<file path="src/rtl/wb_stage.sv">
`default_nettype none
// ============================================================================
// Module   : wb_stage
// Brief    : Writeback mux, 32x32 register file with write-before-read bypass,
//            and optional retired-instruction counter (macro WB_INSTRET_EN).
// Revision : 1.0
// ============================================================================
module wb_stage (
  input  logic        clk,
  input  logic        rst,
  input  logic        wdt_reset,
  input  logic        w_enW,
  input  logic [1:0]  WBSelW,
  input  logic [4:0]  RDW,
  input  logic [31:0] ALU_OpW,
  input  logic [31:0] memop,
  input  logic [31:0] PCW_4,
  input  logic [31:0] Instruction_WB,
  input  logic [4:0]  rs1_addr,
  input  logic [4:0]  rs2_addr,
  output logic [31:0] rs1_data,
  output logic [31:0] rs2_data,
  output logic [31:0] wb_data,
  output logic [63:0] instret
);

  localparam logic [1:0] c_SEL_ALU = 2'b00;
  localparam logic [1:0] c_SEL_MEM = 2'b01;
  localparam logic [1:0] c_SEL_PC4 = 2'b10;

  logic [31:0] regs_q [32];
  logic        w_wr_en;

  always_comb begin
    wb_data = 32'h0;
    case (WBSelW)
      c_SEL_ALU: wb_data = ALU_OpW;
      c_SEL_MEM: wb_data = memop;
      c_SEL_PC4: wb_data = PCW_4;
      default:   wb_data = 32'h0;
    endcase
  end

  assign w_wr_en = w_enW && (RDW != 5'd0);

  // Entry 0 is only ever cleared, so it stays constant zero.
  always_ff @(posedge clk or posedge rst) begin
    if (rst) begin
      for (int i = 0; i < 32; i++) begin
        regs_q[i] <= 32'h0;
      end
    end else if (w_wr_en) begin
      regs_q[RDW] <= wb_data;
    end
  end

  always_comb begin
    rs1_data = 32'h0;
    if (rs1_addr != 5'd0) begin
      rs1_data = (w_wr_en && (rs1_addr == RDW)) ? wb_data : regs_q[rs1_addr];
    end
  end

  always_comb begin
    rs2_data = 32'h0;
    if (rs2_addr != 5'd0) begin
      rs2_data = (w_wr_en && (rs2_addr == RDW)) ? wb_data : regs_q[rs2_addr];
    end
  end

`ifdef WB_INSTRET_EN
  logic [63:0] instret_q;
  logic [63:0] instret_d;

  always_comb begin
    instret_d = instret_q;
    if (wdt_reset) begin
      instret_d = 64'h0;
    end else if (Instruction_WB != 32'h0) begin
      instret_d = instret_q + 64'd1;
    end
  end

  always_ff @(posedge clk or posedge rst) begin
    if (rst) begin
      instret_q <= 64'h0;
    end else begin
      instret_q <= instret_d;
    end
  end

  assign instret = instret_q;
`else
  logic unused_cnt_inputs;
  assign unused_cnt_inputs = ^{wdt_reset, Instruction_WB};
  assign instret           = 64'h0;
`endif

endmodule
`default_nettype wire

</file>
<file path="config.mk">
export PLATFORM = sky130hd
export DESIGN_NAME = wb_stage
export DESIGN_NICKNAME = d
export VERILOG_FILES = /design/src/rtl/wb_stage.sv
export SDC_FILE = /design/constraint.sdc
export NUM_CORES = 2
export LEC_CHECK = 0
export ABC_AREA = 1
export ABC_CLOCK_PERIOD_IN_PS = 32299
export BUFFER_PORTS_ARGS = -buffer_cell sky130_fd_sc_hd__buf_2
export CORE_UTILIZATION = 40
export CTS_CLUSTER_DIAMETER = 40
export DETAILED_ROUTE_END_ITERATION = 10
export GPL_TIMING_DRIVEN = 1
export HOLD_SLACK_MARGIN = 0.15
export RECOVER_POWER = 100
export SYNTH_ARGS = -nofsm -noshare
export SYNTH_HDL_FRONTEND = slang
export SYNTH_SLANG_ARGS = --single-unit
</file>
<file path="constraint.sdc">
create_clock -name clk -period 32.3 [get_ports clk]
set_input_delay 0 -clock clk [delete_from_list [all_inputs] [get_ports clk]]
set_output_delay 0 -clock clk [all_outputs]
set_load 0.01 [all_outputs]
</file>
# Word-level counts from Yosys, hierarchy flattened
# Cells that the tools add are included.
# word_totals
reg_bits	1024
input_bits	149
output_inout_bits	160
word_cells	65
# op_classes
n_lt_le_gt_ge	4
n_eq_ne	4
mux	14
n_bitwise	3
reduce_logical	8
# ops
operator	n
1024-bit bitwise mux	1
32-bit binary-select mux with 5-bit select	2
32-bit two-way mux	9
32-bit demux with 5-bit select	1
32-bit case mux with 3 select lines	1
6-bit >= comparator (second input constant)	3
5-bit inverter with 6-bit output	3
5-bit nonzero test	3
5-bit == test	2
6-bit by 1-bit less-than comparator with 1-bit output (second input constant)	1
1-bit logical AND	4
2-bit by 1-bit == test with 1-bit output (second input constant)	1
2-bit == test (second input constant)	1
2-bit zero test	1

# Longest topological paths before layout
# logic_depth
depth_word	6
ltp_mapped	14
ltp_nobuf	11

# Least setup slack after synthesis
# No wires, ideal clock.
# synth_timing
path_type	input port to flip-flop
from	input RDW[3]
to	register regs_q[358] in the netlist's numbering
setup_ns	0.130
arrival_ns	1.244
t_required_ns	32.170
path_slack_ns	30.925
cell_stages	13
path_buffers	3
cell_sequence	buf_2 > nor2_4 > nand2_2 > o21ai_2 > inv_2 > nand2_8 > inv_2 > nand2_4 > inv_2 > buf_6 > buf_4 > nand2_1 > o21ai_1
# synth_between
elab_chain_len	6
elab_cells_between_ends	9
classes_between	order compare: 2; mux: 3; bitwise: 1; reduce/logical: 3
# synth_rtl
element	line	text
from (decl)	14	input logic [4:0] RDW,
5-bit inverter with 6-bit output (implied by the code)	53	regs_q[RDW] <= wb_data;
6-bit >= comparator (implied by the code) or 6-bit by 1-bit less-than comparator with 1-bit output (tied branches)	53	
1-bit logical AND (implied by the code)	53	
32-bit two-way mux (implied by the code)	53	
32-bit demux with 5-bit select	53	
1024-bit bitwise mux	53	
to (signal, indexed assignment)	53	
to (decl)	31	logic [31:0] regs_q [32];
# Parallel ways exist; a longest one is shown, timed or not.
# A chain may end at the register's enable or synchronous reset.

==> results.json <==
{
  "crit_slowest_cell": "clkbuf_1",
  "numCtsBuffers": 159,
  "crit_fanout": 158,
  "relSlewSlack": -4.97,
  "finalNetCount": 9053,
  "final_common_cell": "nand2_1",
  "whs_ps": 373,
  "path_clk_slew_ps": 50,
  "clockRootBuffer": "clkbuf_16",
  "cp_num_buf_inv": 6,
  "clock_sinks": 1024,
  "cpPeakStageDelay_ps": 6480,
  "drv_slew": 2266,
  "critPathArrivalTime_ps": 14230,
  "skew_ps": 0,
  "fmax_mhz": 70.5,
  "path_class": "in -> async",
  "die_w_microns": 393,
  "violations": "max-capacitance violations, max-slew violations",
  "grt_overflow": 0,
  "p_leak_nw": 32.8,
  "gp_congestion": 0.871,
  "cts_tree": "yes",
  "die_h_microns": 393,
  "setup_ws_ps": 18110,
  "yosysSeqAreaShare": 0.420,
  "areaGrowthSynthToFinish_pct": 12.7,
  "yosys.area.top_type": "dfrtp_1",
  "syn-cell-area_sq_um": 61100,
  "ys_warn_count": 0,
  "grt_pass1_wl_microns": 370000,
  "synth_cell_types": 33,
  "combinationalPowerShare": 0.226,
  "crit_path_end_kind": "async pin",
  "vias_per_cell": 5.58,
  "initial_core_util": 0.403,
  "drt_iter0_markers": 8063,
  "h-tree-depth": 4,
  "power_frac_seq": 0.366,
  "avgSynthCellArea_sq_um": 6.71,
  "yosys_register_bits": 1024,
  "p_sw_w": 0.00153,
  "status": "complete, but fails checks",
  "tns_ps": 0,
  "tightest_slew_ps": 8950,
  "path_delay_family": "buffers and inverters",
  "clkPwrFrac": 0.408,
  "rows": 143,
  "grt_max_degree": 171,
  "crit_path_cell_trace": "dlygate4sd3_1 > buf_2 > dlygate4sd3_1 > clkinvlp_2 > clkbuf_1 > clkbuf_1",
  "max_cap_viol_count": 47,
  "route.detailed.drc": 0,
  "powerDensity_nw_per_um2": 67.6,
  "fin_crit_sh": 0.439,
  "fin_crit_ps": 14190,
  "first_global_vias": 57700,
  "grtUsageTotal": 0.321,
  "cts-resized-gates": 0,
  "top_regs": "regs_q (1024)",
  "antenna_found_initial": 12,
  "p_int_w": 0.00313,
  "drt.antenna.violating_nets": 0,
  "firstDrtPassIters": 8,
  "postCtsSetupRepairBufs": 0,
  "die-area_sq_um": 154000,
  "hpwl_microns": 133000,
  "wirelength_microns": 250000,
  "synth.top_cell.area_share": 0.420,
  "clock_path_buffers": 3,
  "largest_reg_flops": 1024,
  "port_buffers": 211,
  "power.total_w": 0.00466,
  "vias": 61800,
  "synth_area_leaders": "dfrtp_1 (42%), nand2_1 (18%), nand3_1 (13%), o21ai_0 (7.2%), inv_1 (6.1%)",
  "drive_gt1_frac": 0.0647,
  "p_sw_frac": 0.328,
  "critPathLaunchType": "primary input",
  "coreArea_sq_um": 152000,
  "rsz0062_at_grt": "false",
  "hold_class": "reg -> reg",
  "finalSetupViolCount": 0,
  "finalHoldViolCount": 0,
  "clkLatencyLatePin_ps": 810,
  "syn_inst": 9096,
  "regToRegSetupSlack_ps": 31020,
  "peakVddDrop_v": 0.0000556,
  "critPathRequiredTime_ps": 32340,
  "wl_per_cell_microns": 22.6,
  "final_cell_mix": "nand2_1 (2848), nand3_1 (1567), dfrtp_1 (1024)",
  "dp_slack_ps": 28350,
  "num_io_pins": 309,
  "top_register": "regs_q"
}
cell usage after synthesis, drive strengths merged:
cell type	count
or2	12
xor2	2
nand2	2853
buf	446
and3	5
o21ai	929
mux2	8
nor2	355
nor3	3
xnor2	4
nand4	4
conb	1
o211ai	176
inv	1000
clkbuf	396
dfrtp	1024
nand3	1576
a21oi	302
cell type report:
type / instances / area (sq um)
Clock inverter: 95 / 1390
Inverter: 1000 / 3790
Timing Repair Buffer: 426 / 2750
Sequential cell: 1024 / 25600
Multi-Input combinational cell: 6293 / 28300
Tap cell: 2030 / 2540
Fill cell: 15500 / 82900
Clock buffer: 203 / 4480
Antenna cell: 2 / 5.00
through the flow:
| step | utilization | instances | instance area [sq um] |
|---|---|---|---|
| finish | 0.454 | 11100 | 68900 |
| global placement | 0.412 | 10700 | 62500 |
| CTS | 0.456 | 11100 | 69200 |
| global route | 0.454 | 11100 | 68900 |
| detailed placement | 0.412 | 10700 | 62500 |
| floorplan | - | 9159 | 61300 |
path summary, 6_finish.rpt:
| path | depth (start not counted) | from | endpoint |
|---|---|---|---|
| max in group clk | 12 | rs2_addr[0] | rs2_data[1] |
| min | 0 | regs_q[1012]$_DFFE_PP0P_ | regs_q[1012]$_DFFE_PP0P_ |
| min in group asynchronous | 4 | rst | regs_q[996]$_DFFE_PP0P_ |
| min reg2reg | 0 | regs_q[1012]$_DFFE_PP0P_ | regs_q[1012]$_DFFE_PP0P_ |
| max | 6 | rst | regs_q[144]$_DFFE_PP0P_ |
| max reg2reg | 3 | regs_q[277]$_DFFE_PP0P_ | regs_q[277]$_DFFE_PP0P_ |
power groups by stage:
stage | sequential, W | combinational (W) | clock, W
floorplan | 0.00171 | 0.000764 | 0
global placement | 0.00171 | 0.000997 | 0
detailed placement | 0.00172 | 0.00102 | 0
CTS | 0.00170 | 0.00104 | 0.00192
global route | 0.00174 | 0.00119 | 0.00197
finish | 0.00170 | 0.00105 | 0.00190
per-layer routing:
metal / GRT usage / up-vias / share of wire
met5: 0 / - / 0.00057
met4: 0.170 / 12 / 0.058
met3: 0.0727 / 761 / 0.12
met2: 0.486 / 3761 / 0.43
met1: 0.425 / 28800 / 0.40
li1: - / 28500 / -
cells by family (layout without fill, tap and decap cells):
group / Yosys count / after routing / share of synthesized area
simple gates: 4808 / 4808 / 0.332
buf+inv: 1842 / 1724 / 0.124
compound gates: 1407 / 1407 / 0.123
flops: 1024 / 1024 / 0.420
mux: 8 / 8 / 0.00148
xor+xnor: 6 / 6 / 0.000860
other cells: 1 / 66 / 0.0000614
timing repair:
action,in CTS,in global routing
hold buffers,85,0
endpoints found under the hold margin,1010,0
endpoints found under the setup margin,0,0
Note: power is estimated with default switching activity, not from simulation.
